[config.mk]
export PLATFORM = sky130hd
export DESIGN_NAME = vga_sig_gen
export DESIGN_NICKNAME = d
export VERILOG_FILES = /design/src/rtl/vga_sig_gen.sv
export SDC_FILE = /design/constraint.sdc
export NUM_CORES = 1
export LEC_CHECK = 0
export BUFFER_PORTS_ARGS = -buffer_cell sky130_fd_sc_hd__buf_4
export CORE_MARGIN = 4
export CORE_UTILIZATION = 50
export CTS_BUF_LIST = sky130_fd_sc_hd__clkbuf_4 sky130_fd_sc_hd__clkbuf_8 sky130_fd_sc_hd__clkbuf_16
export CTS_CLUSTER_DIAMETER = 50
export CTS_CLUSTER_SIZE = 10
export DETAILED_ROUTE_END_ITERATION = 7
export PLACE_DENSITY_LB_ADDON = 0.2
export SLEW_MARGIN = 20
export SYNTH_ARGS = -nofsm -noshare
export SYNTH_HDL_FRONTEND = slang
export SYNTH_SLANG_ARGS = --single-unit
[constraint.sdc]
create_clock -name CLK -period 2.7 [get_ports CLK]
set_clock_uncertainty 0.2 [all_clocks]
set_input_delay 0.135 -clock CLK [delete_from_list [all_inputs] [get_ports CLK]]
set_output_delay 0.135 -clock CLK [all_outputs]
set_load 0.01 [all_outputs]
[src/rtl/vga_sig_gen.sv]
// VGA 640x480 timing generator reading a 320x240 1-bpp frame buffer (2x pixel
// doubling) with two-colour palette and a frame-end interrupt.
module vga_sig_gen #(
  parameter int CLK_DIV = 4,
  parameter int H_VIS   = 640,
  parameter int H_FP    = 16,
  parameter int H_SYNC  = 96,
  parameter int H_BP    = 48,
  parameter int V_VIS   = 480,
  parameter int V_FP    = 10,
  parameter int V_SYNC  = 2,
  parameter int V_BP    = 33
) (
  input  logic        CLK,
  input  logic        RESETN,
  output logic [16:0] VGA_ADDR,
  input  logic        VGA_DATA,
  input  logic [15:0] CONFIG_COLOURS,
  output logic        VGA_HS,
  output logic        VGA_VS,
  output logic [7:0]  VGA_COLOUR,
  output logic        VGA_IRQ,
  input  logic        IRQ_ACK
);

  localparam int H_TOTAL  = H_VIS + H_FP + H_SYNC + H_BP;
  localparam int V_TOTAL  = V_VIS + V_FP + V_SYNC + V_BP;
  localparam int HS_START = H_VIS + H_FP;
  localparam int HS_STOP  = HS_START + H_SYNC;
  localparam int VS_START = V_VIS + V_FP;
  localparam int VS_STOP  = VS_START + V_SYNC;
  localparam int DIV_W    = (CLK_DIV > 1) ? $clog2(CLK_DIV) : 1;

  logic [DIV_W-1:0] div_cnt;
  logic             tick;
  logic             tick_d1;
  logic             tick_d2;
  logic [9:0]       h_cnt;
  logic [9:0]       v_cnt;
  logic             h_last;
  logic             v_last;
  logic             visible;
  logic             hs_active;
  logic             vs_active;
  logic             irq_set;
  logic             pixel;

  assign tick      = (div_cnt == DIV_W'(CLK_DIV - 1));
  assign h_last    = (h_cnt == 10'(H_TOTAL - 1));
  assign v_last    = (v_cnt == 10'(V_TOTAL - 1));
  assign visible   = (h_cnt < 10'(H_VIS)) && (v_cnt < 10'(V_VIS));
  assign hs_active = (h_cnt >= 10'(HS_START)) && (h_cnt < 10'(HS_STOP));
  assign vs_active = (v_cnt >= 10'(VS_START)) && (v_cnt < 10'(VS_STOP));
  // Counters hold the new position during the CLK after the tick that set them.
  assign irq_set   = tick_d1 && (h_cnt == 10'd0) && (v_cnt == 10'(V_VIS));

  always_ff @(posedge CLK or negedge RESETN) begin
    if (!RESETN) begin
      div_cnt <= '0;
      h_cnt   <= '0;
      v_cnt   <= '0;
    end else begin
      if (tick) begin
        div_cnt <= '0;
        if (h_last) begin
          h_cnt <= '0;
          v_cnt <= v_last ? 10'd0 : v_cnt + 10'd1;
        end else begin
          h_cnt <= h_cnt + 10'd1;
        end
      end else begin
        div_cnt <= div_cnt + DIV_W'(1);
      end
    end
  end

  // Address goes out one CLK after the tick; the pixel comes back one CLK later.
  always_ff @(posedge CLK or negedge RESETN) begin
    if (!RESETN) begin
      tick_d1  <= 1'b0;
      tick_d2  <= 1'b0;
      VGA_ADDR <= '0;
      pixel    <= 1'b0;
    end else begin
      tick_d1 <= tick;
      tick_d2 <= tick_d1;
      if (tick_d1) begin
        VGA_ADDR <= visible ? {v_cnt[8:1], h_cnt[9:1]} : 17'd0;
      end
      if (tick_d2) begin
        pixel <= VGA_DATA;
      end
    end
  end

  always_ff @(posedge CLK or negedge RESETN) begin
    if (!RESETN) begin
      VGA_HS     <= 1'b1;
      VGA_VS     <= 1'b1;
      VGA_COLOUR <= 8'h00;
    end else if (tick) begin
      VGA_HS <= !hs_active;
      VGA_VS <= !vs_active;
      if (!visible) begin
        VGA_COLOUR <= 8'h00;
      end else if (pixel) begin
        VGA_COLOUR <= CONFIG_COLOURS[15:8];
      end else begin
        VGA_COLOUR <= CONFIG_COLOURS[7:0];
      end
    end
  end

  // A new frame-end event wins over a simultaneous acknowledge.
  always_ff @(posedge CLK or negedge RESETN) begin
    if (!RESETN) begin
      VGA_IRQ <= 1'b0;
    end else if (irq_set) begin
      VGA_IRQ <= 1'b1;
    end else if (IRQ_ACK) begin
      VGA_IRQ <= 1'b0;
    end
  end

endmodule
==> flow_metrics.tcl <==
set metrics [dict create \
    hold_class "input port to async pin" \
    final-hold-violation-count 0 \
    critPathRequiredTime_ps 2690 \
    cp.buffers_inverters 1 \
    drcViolationCount 0 \
    synth_edf_count 0 \
    start_util_pct 51.3 \
    place_hpwl_um 3540 \
    grt_max_degree 54 \
    met1_length_um 2290 \
    io_buffer_count 47 \
    ant_nets 0 \
    maxUsedRoutingLayer "met4" \
    track_usage_pct 18.4 \
    place_congestion 0.912 \
    vias 1839 \
    ys_warn_count 0 \
    cts-root-buf "clkbuf_8" \
    synthToLayoutAreaGrowth_pct 28.0 \
    fin_hold_ws_ps 195 \
    htree_levels 2 \
    core_area_mm2 0.00472 \
    chipHeight_um 77.6 \
    clk_pin_slew_worst_paths_ps 90 \
    crit_path_start_kind "flip-flop" \
    p_total_w 0.00142 \
    antenna_found_initial 0 \
    p_per_area_mw_per_mm2 459 \
    irDropWorstVdd_mv 0.295 \
    syn_area_mm2 0.00242 \
    worstSkewPairLatency_ps 300 \
    synth_top_area_share_pct 52.6 \
    switching_power_w 0.000291 \
    finalSetupViolCount 0 \
    intPower_w 0.00113 \
    drtIter0Drc 99 \
    tightest_slew_ps 649 \
    synth_seq_cells 53 \
    gr-total-overflow 0 \
    crit_path_end_kind "flip-flop" \
    cp_cell_sequence "or4b_4 -> nor3_4 -> buf_4 -> nand4_1 -> xnor2_1" \
    worst_path_max_delay_cell "or4b_4" \
    met2_length_um 2510 \
    synth_area_per_cell_um2 11.7 \
    synth_area_leaders "dfrtp_1, a22o_1, mux2i_1" \
    fin_ws_ps 584 \
    finalSetupTns_ps 0 \
    postSynthCellCount 208 \
    period_minus_slack_ps 2120 \
    yosys.area.top_type "dfrtp_1" \
    fmax_mhz 473 \
    synth_most_common_cell "dfrtp_1" \
    die_area_mm2 0.00603 \
    grt_first_pass_wirelength_um 8760 \
    rsz0062_at_grt "false" \
    ios 48 \
    dr.pass1.iters 4 \
    ff_latch_area_mm2 0.00133 \
    wl_per_cell_um 15.2 \
    routed-wl-met3_um 314 \
    seq_power_share_pct 56.9 \
    max_cap_viol_count 0 \
    synth_commonest_cells "dfrtp_1, a22o_1, inv_1" \
    swShare_pct 20.4 \
    drv_slew 0 \
    finalWirelength_um 5190 \
    p_leak_nw 1.54 \
    crit_fanout 9 \
    clock_sinks 53 \
    multiInputGateArea_um2 942 \
    routed_via_density 5.39 \
    clockBufferDepth 2 \
    n_fill_cell 375 \
    slowest_delay_ps 610 \
    dieWidth_um 77.6 \
    crit_family "simple AND/OR/NAND/NOR gates" \
    synth_cell_type_count 47 \
    min_period_over_period_pct 78.4 \
    yosysSeqAreaShare_pct 54.8 \
    place_ws_ps 597 \
    synth_nets 233 \
    cts-buffers-inserted 5 \
    cts_tree "yes" \
    worst-setup-path-type "flip-flop to flip-flop" \
    clkPwrFrac_pct 36.0 \
    outcome "finished clean" \
    critPathArrivalTime_ps 2110 \
    n_antenna_cell 0 \
    rows 25 \
    relSlewSlack_pct 56.8 \
    combPwrFrac_pct 7.1 \
    final_nets 299 \
    first_global_vias 1785 \
    synthFlopType "dfrtp_1" \
    drive_gt1_share_pct 25.5 \
    synth-async-reset-ratio_pct 100 \
]
## worst paths after layout
check | start | end | slack [ps] | cells after the start
max | h_cnt[7] | v_cnt[7] | 580 | 5
min | RESETN | VGA_ADDR[12] | 200 | 2
max reg2reg | h_cnt[7] | v_cnt[7] | 580 | 5
min reg2reg | div_cnt[0] | div_cnt[0] | 230 | 1
max in group asynchronous | RESETN | h_cnt[3] | 1670 | 2
min in group CLK | div_cnt[0] | div_cnt[0] | 230 | 1
## power groups by stage
stage               registers (W)  clock network, W   logic, W
floorplan                0.000828                 0  0.0000197
global route             0.000813          0.000563   0.000111
finish                   0.000811          0.000512   0.000101
detailed placement       0.000827                 0  0.0000750
global placement         0.000826                 0  0.0000738
CTS                      0.000811          0.000529   0.000101
## sequential cells by signal, summed over array words and instances (netlist names)
register,flops
tick_d2,1
h_cnt,10
tick_d1,1
VGA_COLOUR,8
VGA_VS,1
v_cnt,10
div_cnt,2
VGA_HS,1
pixel,1
VGA_ADDR,17
VGA_IRQ,1
## metrics by stage
stage	util [%]	cells	cell area [um2]
3_3_place_gp	59.5	315	2810
6_report	65.7	341	3100
2_1_floorplan	-	208	2420
5_1_grt	65.7	341	3100
3_5_place_dp	59.5	315	2810
4_1_cts	65.7	341	3100
## layout make-up
type	instances	share of cell area, %
sequential	53	42.8
tap	67	2.70
multi-input combinational	125	30.4
clock buffer	5	2.22
timing repair buffer	70	18.5
clock inverter	2	1.13
inverter	19	2.30
## metal layers
| metal | vias up | global-route usage, % |
|---|---|---|
| li1 | 886 | - |
| met1 | 886 | 24.1 |
| met2 | 58 | 29.7 |
| met3 | 9 | 4.76 |
| met4 | 0 | 6.05 |
| met5 | - | 0 |
## cells in the final DEF, fill, tap and decap left out, types with 2 or more instances in the layout
| cell | n |
|---|---|
| mux2_2 | 3 |
| ha_1 | 5 |
| mux2i_1 | 8 |
| nand4_1 | 7 |
| and3_1 | 4 |
| nor3_1 | 6 |
| nand3_1 | 6 |
| o21ai_0 | 5 |
| a41oi_1 | 2 |
| o22ai_1 | 10 |
| dfrtp_1 | 51 |
| dfstp_2 | 2 |
| nor2_1 | 9 |
| buf_4 | 51 |
| inv_1 | 18 |
| or3_1 | 2 |
| a22o_1 | 18 |
| clkbuf_8 | 5 |
| xnor2_1 | 7 |
| a31oi_1 | 2 |
| a21oi_1 | 5 |
| nand2_1 | 5 |
| dlygate4sd3_1 | 19 |
## what timing repair did
item | in CTS | in global routing
hold buffers | 19 | 0
setup buffers | 0 | 0
gates resized for setup | 0 | 0
hold endpoints to repair | 61 | 0
## logic make-up after synthesis
| group | synth area share, % |
|---|---|
| AND/OR/NAND/NOR | 14.0 |
| buffers and inverters | 6.35 |
| adder cells (fa/ha/maj) | 2.58 |
| multiplexers | 5.16 |
| XOR/XNOR | 2.89 |
| flip-flops | 54.8 |
| AO/OA/AOI/OAI | 14.2 |
Note: power is estimated with default switching activity, not from simulation.
